### src/rtl/alu_pkg.sv
// alu_pkg: shared widths, result word type and a constant clog2 helper.
package alu_pkg;
  localparam int DATA_SIZE = 16;
  typedef logic [DATA_SIZE:0] res_word_t;
  function automatic int clog2(input int v);
    int r;
    for (r = 0; (1 << r) < v; r++) ;
    return r;
  endfunction
endpackage

### src/rtl/fifo_mem_2p.sv
// fifo_mem_2p: register array with one synchronous write port and one asynchronous read port.
module fifo_mem_2p #(
  parameter int W     = 17,
  parameter int DEPTH = 4,
  parameter int AW    = 2
) (
  input  logic          clk,
  input  logic          we_i,
  input  logic [AW-1:0] waddr_i,
  input  logic [W-1:0]  wdata_i,
  input  logic [AW-1:0] raddr_i,
  output logic [W-1:0]  rdata_o
);
  logic [W-1:0] mem_q [DEPTH];
  always_ff @(posedge clk)
    if (we_i) mem_q[waddr_i] <= wdata_i;
  assign rdata_o = mem_q[raddr_i];
endmodule

### src/rtl/alu_result_fifo.sv
// alu_result_fifo: FWFT result buffer for adder {c_out, s} words.
// Occupancy lives in count; ready is registered from next count so it never sees res_ready combinationally.
module alu_result_fifo #(
  parameter int DATA_SIZE = alu_pkg::DATA_SIZE,
  parameter int DEPTH     = 4,
  parameter int CNT_W     = alu_pkg::clog2(DEPTH + 1)
) (
  input  logic                 clk,
  input  logic                 rst_n,
  input  logic [DATA_SIZE-1:0] s,
  input  logic                 c_out,
  input  logic                 valid_f_res,
  output logic                 ready_t_res,
  output logic [DATA_SIZE:0]   res_data,
  output logic                 res_valid,
  input  logic                 res_ready,
  output logic [CNT_W-1:0]     count,
  output logic                 full,
  output logic                 empty
);
  localparam int PW = alu_pkg::clog2(DEPTH);
  logic [PW-1:0] wr_ptr_q, wr_ptr_d, rd_ptr_q, rd_ptr_d;
  logic [CNT_W-1:0] count_q, count_d;
  logic ready_q, push, pop;
  logic [DATA_SIZE:0] rd_data;
  assign push = valid_f_res & ready_q;
  assign pop  = res_valid & res_ready;
  always_comb begin
    wr_ptr_d = wr_ptr_q + PW'(push);
    rd_ptr_d = rd_ptr_q + PW'(pop);
    count_d  = count_q + CNT_W'(push) - CNT_W'(pop);
  end
  always_ff @(posedge clk or negedge rst_n)
    if (!rst_n) begin
      wr_ptr_q <= '0;
      rd_ptr_q <= '0;
      count_q  <= '0;
      ready_q  <= 1'b0;
    end else begin
      wr_ptr_q <= wr_ptr_d;
      rd_ptr_q <= rd_ptr_d;
      count_q  <= count_d;
      ready_q  <= count_d != CNT_W'(DEPTH);
    end
  fifo_mem_2p #(.W(DATA_SIZE + 1), .DEPTH(DEPTH), .AW(PW)) u_mem (
    .clk     (clk),
    .we_i    (push),
    .waddr_i (wr_ptr_q),
    .wdata_i ({c_out, s}),
    .raddr_i (rd_ptr_q),
    .rdata_o (rd_data)
  );
  assign count       = count_q;
  assign full        = count_q == CNT_W'(DEPTH);
  assign empty       = count_q == '0;
  assign res_valid   = !empty;
  assign res_data    = empty ? '0 : rd_data;
  assign ready_t_res = ready_q;
endmodule

### config.mk
export PLATFORM = sky130hd
export DESIGN_NAME = alu_result_fifo
export DESIGN_NICKNAME = d
export VERILOG_FILES = /design/src/rtl/alu_pkg.sv /design/src/rtl/fifo_mem_2p.sv /design/src/rtl/alu_result_fifo.sv
export SDC_FILE = /design/constraint.sdc
export NUM_CORES = 1
export LEC_CHECK = 0
export BUFFER_PORTS_ARGS = -buffer_cell sky130_fd_sc_hd__buf_2
export CAP_MARGIN = 20
export CORE_ASPECT_RATIO = 1.75
export CORE_MARGIN = 8
export CORE_UTILIZATION = 50
export CTS_CLUSTER_DIAMETER = 30
export DETAILED_ROUTE_END_ITERATION = 6
export PLACE_DENSITY = 0.77
export SYNTH_ARGS = -nofsm -noshare
export SYNTH_HDL_FRONTEND = slang
export SYNTH_SLANG_ARGS = --single-unit
export TNS_END_PERCENT = 100
### constraint.sdc
create_clock -name clk -period 2.4 [get_ports clk]
set_clock_uncertainty 0.05 [all_clocks]
set_input_delay 0.12 -clock clk [delete_from_list [all_inputs] [get_ports clk]]
set_output_delay 0.12 -clock clk [all_outputs]
set_load 0.05 [all_outputs]
==> results of run 1 <==
[cells in the final DEF (no fill, tap or decap), types with 2 or more instances in the layout]
cell type,count
nor3b_2,2
buf_2,44
clkbuf_8,10
xnor2_1,2
clkinv_2,6
mux4_2,8
buf_4,10
dfrtp_1,8
or3_1,2
dlygate4sd3_1,18
xor2_1,2
ha_1,2
inv_1,4
mux4_1,9
edfxtp_1,68
and2_1,17
[layer usage]
layer | track usage (%) | vias to the layer above | share of wire, % | wire [µm]
li1 | - | 716 | - | -
met3 | 4.23 | 14 | 4.7 | 262
met2 | 23.3 | 52 | 55 | 3010
met4 | 8.89 | 0 | 2.9 | 160
met5 | 0 | - | 0 | 0
met1 | 14.0 | 778 | 38 | 2090
[worst max path at each step]
stage,depth (start not counted),slack (ns),to,startpoint
floorplan,2,-0.29,u_mem.mem_q[1][0],ready_t_res
global placement,6,0.23,ready_t_res,count[1]
detailed placement,6,0.02,ready_t_res,count[1]
CTS,6,0.005,ready_t_res,count[1]
global route,6,0.08,ready_t_res,count[1]
finish,6,0.14,ready_t_res,count[1]
[cells in the mapped netlist]
cell type,count
buf_12,1
mux4_2,8
xnor2_1,2
clkbuf_1,2
nand3_1,1
fa_1,1
or3_1,2
and4_1,1
nor3b_1,3
nor3_1,1
inv_1,4
o31ai_1,1
dfrtp_1,8
ha_1,2
mux4_1,9
and2_1,17
edfxtp_1,68
nand2_1,1
xor3_1,1
buf_6,1
buf_2,2
xor2_1,2
o311ai_0,1
[logic make-up after synthesis]
family / count (synthesis) / share of synthesized area (%)
AO/OA/AOI/OAI: 2 / 0.541
adder cells (fa/ha/maj): 3 / 1.50
AND/OR/NAND/NOR: 26 / 5.45
buffers and inverters: 10 / 2.12
flip-flops: 76 / 74.6
XOR/XNOR: 5 / 1.96
multiplexers: 17 / 13.9
[sequential cells by signal, indices dropped and copies added, names as in the netlist]
name and flops:
u_mem.mem_q 68, count 3, rd_ptr_q 2, wr_ptr_q 2, ready_t_res 1
[stage by stage]
step	cells	setup TNS, ns	hold WS (ns)	worst slack [ns]
6_report	299	0	0.0553	0.144
5_1_grt	299	0	0.0445	0.0835
4_1_cts	299	0	0.0763	0.00475
3_5_place_dp	265	0	-0.0817	0.0181
3_3_place_gp	265	0	-0.0917	0.234
2_1_floorplan	139	-12.42	-0.226	-0.293
[critical path: cells and delay by family (launching register included)]
| family | cells | cell delay [ns] |
|---|---|---|
| adders and majority gates | 2 | 0.60 |
| DFF | 1 | 0.45 |
| AOI/OAI and AO/OA | 1 | 0.37 |
| xor gates and xnor gates | 2 | 0.34 |
| and+or+nand+nor | 1 | 0.31 |
[final cells by class]
cell class | count | area share [%]
clock buffer | 10 | 3.70
timing repair buffer | 72 | 12.8
sequential | 76 | 60.3
clock inverter | 6 | 0.808
tap | 78 | 2.62
inverter | 4 | 0.404
multi-input combinational | 53 | 19.4
[timing repair]
item,4_1_cts,5_1_grt
endpoints found under the hold margin,76,0
resized for setup,0,1
endpoints found under the setup margin,0,1
hold buffers,18,0
buffers inserted,0,0
==> impl_metrics.json, run 1 <==
{
  "crit_path_max_incr_delay_ns": 0.45,
  "finalCriticalPeriod_ns": 2.26,
  "syn_nets": 163,
  "hold_end": "rd_ptr_q[0]",
  "setup_viol": 0,
  "die_area_um2": 8850,
  "port_buffers": 44,
  "synth.distinct_cells": 23,
  "ys_ff_latch": 76,
  "seq_area_frac_synth_pct": 74.6,
  "synth.top_cell.area_share_pct": 67.9,
  "tightest_slew_ns": 0.521,
  "drv_slew": 0,
  "viasPerCell": 5.22,
  "insertion_delay_ns": 0.33,
  "rsz0062_at_grt": "no",
  "multi_input_area_um2": 721,
  "wl_per_cell_um": 18.5,
  "slew_headroom_pct": 64.8,
  "fin_area_um2": 3720,
  "design.core.area_um2": 5830,
  "worstReg2RegStart": "count[1]",
  "hp-class": "input pin to flop",
  "syn_inst": 139,
  "finalWirelength_um": 5530,
  "min_period_over_period_pct": 94.0,
  "htreeDepth": 3,
  "crit_chain": "o31ai_2 > xor2_1 > ha_1 > fa_1 > xor3_1 > or3_1",
  "rows": 37,
  "fin_nets": 240,
  "syn_area_per_cell_um2": 21.6,
  "grt-ovfl-total": 0,
  "dpl_cell_area_um2": 3370,
  "grt_pass1_wl_um": 8860,
  "antenna_found_initial": 0,
  "slowest_stage": "dfrtp_1",
  "cts_made_buffers": 9,
  "worst_setup_path_end_kind": "flop",
  "drc": 0,
  "io_pins": 45,
  "r2r_slack_ns": 0.14,
  "final_layout_size_suffix_gt1_share_pct": 37.1,
  "synth.largest_area_cell": "edfxtp_1",
  "grt_pass1_vias": 1771,
  "syn-cell-area_um2": 3010,
  "syn_to_final_growth_pct": 23.7,
  "hold_depth": 3,
  "antennaDiodeCount": 0,
  "die_width_um": 74.6,
  "die_y_um": 119,
  "clock-sinks": 76,
  "clk_pin_slew_ns": 0.07,
  "status": "completed",
  "grt_max_degree": 20,
  "final_antenna_net_count": 0,
  "hold_viol_final": 0,
  "grt_use_total_pct": 13.8,
  "rr_worst_depth": 6,
  "drv_cap": 0,
  "min_from": "res_ready",
  "fillers": 420,
  "rr_endpoint": "ready_t_res",
  "cts_tree": "yes",
  "cp_max_fo": 7,
  "cts-root-buf": "clkbuf_8",
  "drt_first_pass_iters": 4,
  "max_freq_mhz": 443,
  "vias": 1560,
  "ys_warn_count": 0,
  "gp_congestion": 0.761,
  "drtIter0Drc": 108,
  "clockBufferDepth": 2,
  "start_util_pct": 51.5,
  "utilization_pct": 63.7,
  "required_ns": 2.56,
  "seq_area_um2": 2240,
  "dpl.hpwl_um": 3890,
  "arrival_ns": 2.41,
  "critPathLaunchType": "flop",
  "synthTopCellsByArea": "edfxtp_1, mux4_1, dfrtp_1",
  "path_class": "flop to flop"
}
Power of run 1 is left out: the tool's default activity adds up to more than one toggle a clock period on the data nets, which glitch-free logic cannot reach.
==> inputs of run 2 (changes only) <==
--- a/config.mk
+++ b/config.mk
@@ -13,7 +13,9 @@
 export CTS_CLUSTER_DIAMETER = 30
 export DETAILED_ROUTE_END_ITERATION = 6
 export PLACE_DENSITY = 0.77
+export SLEW_MARGIN = 15
 export SYNTH_ARGS = -nofsm -noshare
 export SYNTH_HDL_FRONTEND = slang
+export SYNTH_HIERARCHICAL = 1
 export SYNTH_SLANG_ARGS = --single-unit
 export TNS_END_PERCENT = 100
==> run 2 against run 1 <==
Wire length decreased by 0.14%. Design area increased by 0.94%. Utilization increased by 0.094 points. Area after synthesis increased by 0.50%. Largest cell class unchanged. Setup slack got worse by 0.058 ns. Critical path depth unchanged. Critical path type unchanged. First-iteration DRC count increased by 9.3%. Count of clock-buffer cells in the layout increased by 1. Synthesized cell count unchanged. Hold slack improved by 0.055 ns. Register-to-register slack got worse by 0.06 ns.
==> impl_metrics.json, run 2 <==
{
  "largest_register_ffs": 68,
  "vias": 1561,
  "antennaDiodeCount": 0,
  "arrival_ns": 2.47,
  "wl_per_cell_um": 18.5,
  "grt_pass1_vias": 1712,
  "synth.top_cell.area_share_pct": 67.6,
  "post-synth-top-count-cell": "edfxtp_1",
  "path_class": "flop to flop",
  "setup_viol": 0,
  "syn_inst": 139,
  "grt_pass1_wl_um": 8730,
  "synth.distinct_cells": 23,
  "die_area_um2": 8880,
  "die_y_um": 119,
  "setup_tns_ns": 0,
  "die_width_um": 74.8,
  "synth_edf_count": 68,
  "max_freq_mhz": 432,
  "syn-cell-area_um2": 3020,
  "clockBufferDepth": 2,
  "drtIter0Drc": 118,
  "ys_warn_count": 6,
  "hp-class": "input pin to flop",
  "critPathLaunchType": "flop",
  "final_antenna_net_count": 0,
  "viasPerCell": 5.24,
  "start_util_pct": 51.4,
  "insertion_delay_ns": 0.33,
  "seq_area_frac_synth_pct": 74.2,
  "synth.largest_area_cell": "edfxtp_1",
  "seq_area_um2": 2250,
  "io_pins": 45,
  "design.core.area_um2": 5880,
  "required_ns": 2.56,
  "clk_pin_slew_ns": 0.07,
  "hold_viol_final": 0,
  "tightest_slew_ns": 0.806,
  "grt_max_degree": 21,
  "dpl.hpwl_um": 3720,
  "drv_cap": 0,
  "status": "completed",
  "drt_first_pass_iters": 4,
  "crit_chain": "o31ai_4 > xor2_1 > ha_1 > fa_1 > xor3_1 > or3_1",
  "min_period_over_period_pct": 96.4,
  "antenna_found_initial": 0,
  "final_layout_size_suffix_gt1_share_pct": 37.3,
  "syn_nets": 163,
  "crit_path_max_incr_delay_ns": 0.45,
  "cts-root-buf": "clkbuf_8",
  "synthTopCellsByArea": "edfxtp_1, mux4_2, dfrtp_1",
  "drc": 0,
  "rows": 37,
  "synthFlopType": "edfxtp_1",
  "finalCriticalPeriod_ns": 2.31,
  "syn_to_final_growth_pct": 24.2,
  "layout_commonest_cell": "edfxtp_1",
  "final_cell_mix": "edfxtp_1, buf_2, dlygate4sd3_1",
  "slew_headroom_pct": 46.3,
  "multi_input_area_um2": 719,
  "slowest_stage": "dfrtp_2",
  "rsz0062_at_grt": "no",
  "largest-register": "u_mem/mem_q",
  "ys_ff_latch": 76,
  "path_buf_inv": 0,
  "grt_use_total_pct": 13.7,
  "fin_nets": 239,
  "syn_area_per_cell_um2": 21.7,
  "fillers": 419,
  "cts_tree": "yes",
  "gp_congestion": 0.629,
  "finalWirelength_um": 5520,
  "drv_slew": 0,
  "worst_setup_path_end_kind": "flop",
  "synthArstFlopShare_pct": 10.5,
  "yosys-top-cells-count": "edfxtp_1, and2_1, mux4_2",
  "grt-ovfl-total": 0,
  "cts_made_buffers": 9,
  "port_buffers": 44,
  "clock-sinks": 76,
  "htreeDepth": 3,
  "cp_max_fo": 6,
  "critPathTopFamily": "adder cells"
}
==> run 2: cells by family after synthesis <==
group	after synthesis	share of synthesized area, %
mux	17	13.5
simple gates	26	5.67
flops	76	74.2
fa+ha+maj	3	1.49
xor+xnor	5	1.95
compound gates	2	0.538
buf+inv	10	2.61
==> run 2: stage by stage <==
stage	utilization [%]	area, µm²	hold WS, ns	instances	setup WS [ns]
2_1_floorplan	-	3040	-0.226	139	0.0255
5_1_grt	63.8	3750	0.119	298	0.00467
3_3_place_gp	56.7	3330	-0.0841	261	0.138
6_report	63.8	3750	0.110	298	0.0860
3_5_place_dp	56.7	3330	-0.0754	261	0.00205
4_1_cts	63.3	3720	0.0582	295	0.00437
==> run 2: path summary, 6_finish.rpt <==
path	start	end	slack [ns]	cells after the start
max in group asynchronous	rst_n	count[1]	2.00	2
min	res_ready	rd_ptr_q[1]	0.11	3
min reg2reg	rd_ptr_q[0]	rd_ptr_q[0]	0.49	1
max	count[0]	ready_t_res	0.09	6
min in group asynchronous	rst_n	count[2]	0.12	2
max reg2reg	count[0]	ready_t_res	0.09	6
==> run 2: cell type report <==
| type | count | share of cell area [%] |
|---|---|---|
| Clock buffer | 11 | 3.50 |
| Multi-Input combinational cell | 53 | 19.2 |
| Sequential cell | 76 | 59.8 |
| Inverter | 4 | 0.400 |
| Tap cell | 78 | 2.60 |
| Timing Repair Buffer | 71 | 12.5 |
| Clock inverter | 5 | 2.03 |
==> run 2: metal layers <==
metal	vias to the layer above	global-route usage, %	wire, µm
li1	706	-	-
met2	35	23.7	3030
met1	811	14.3	2160
met4	0	7.41	102
met5	-	0	0
met3	9	3.36	230
==> run 2: worst register-to-register path, cell delays in order (launching register included) <==
cell and delay, ns:
dfrtp_2 0.45, o31ai_4 0.28, xor2_1 0.12, ha_1 0.20
fa_1 0.38, xor3_1 0.38, or3_1 0.33
==> run 2: repair_timing <==
item	4_1_cts	5_1_grt
hold buffers	18	0
resized for setup	0	1
endpoints found under the setup margin	0	1
buffers inserted	0	3
endpoints found under the hold margin	76	0
Power of run 2 is left out for the same reason.
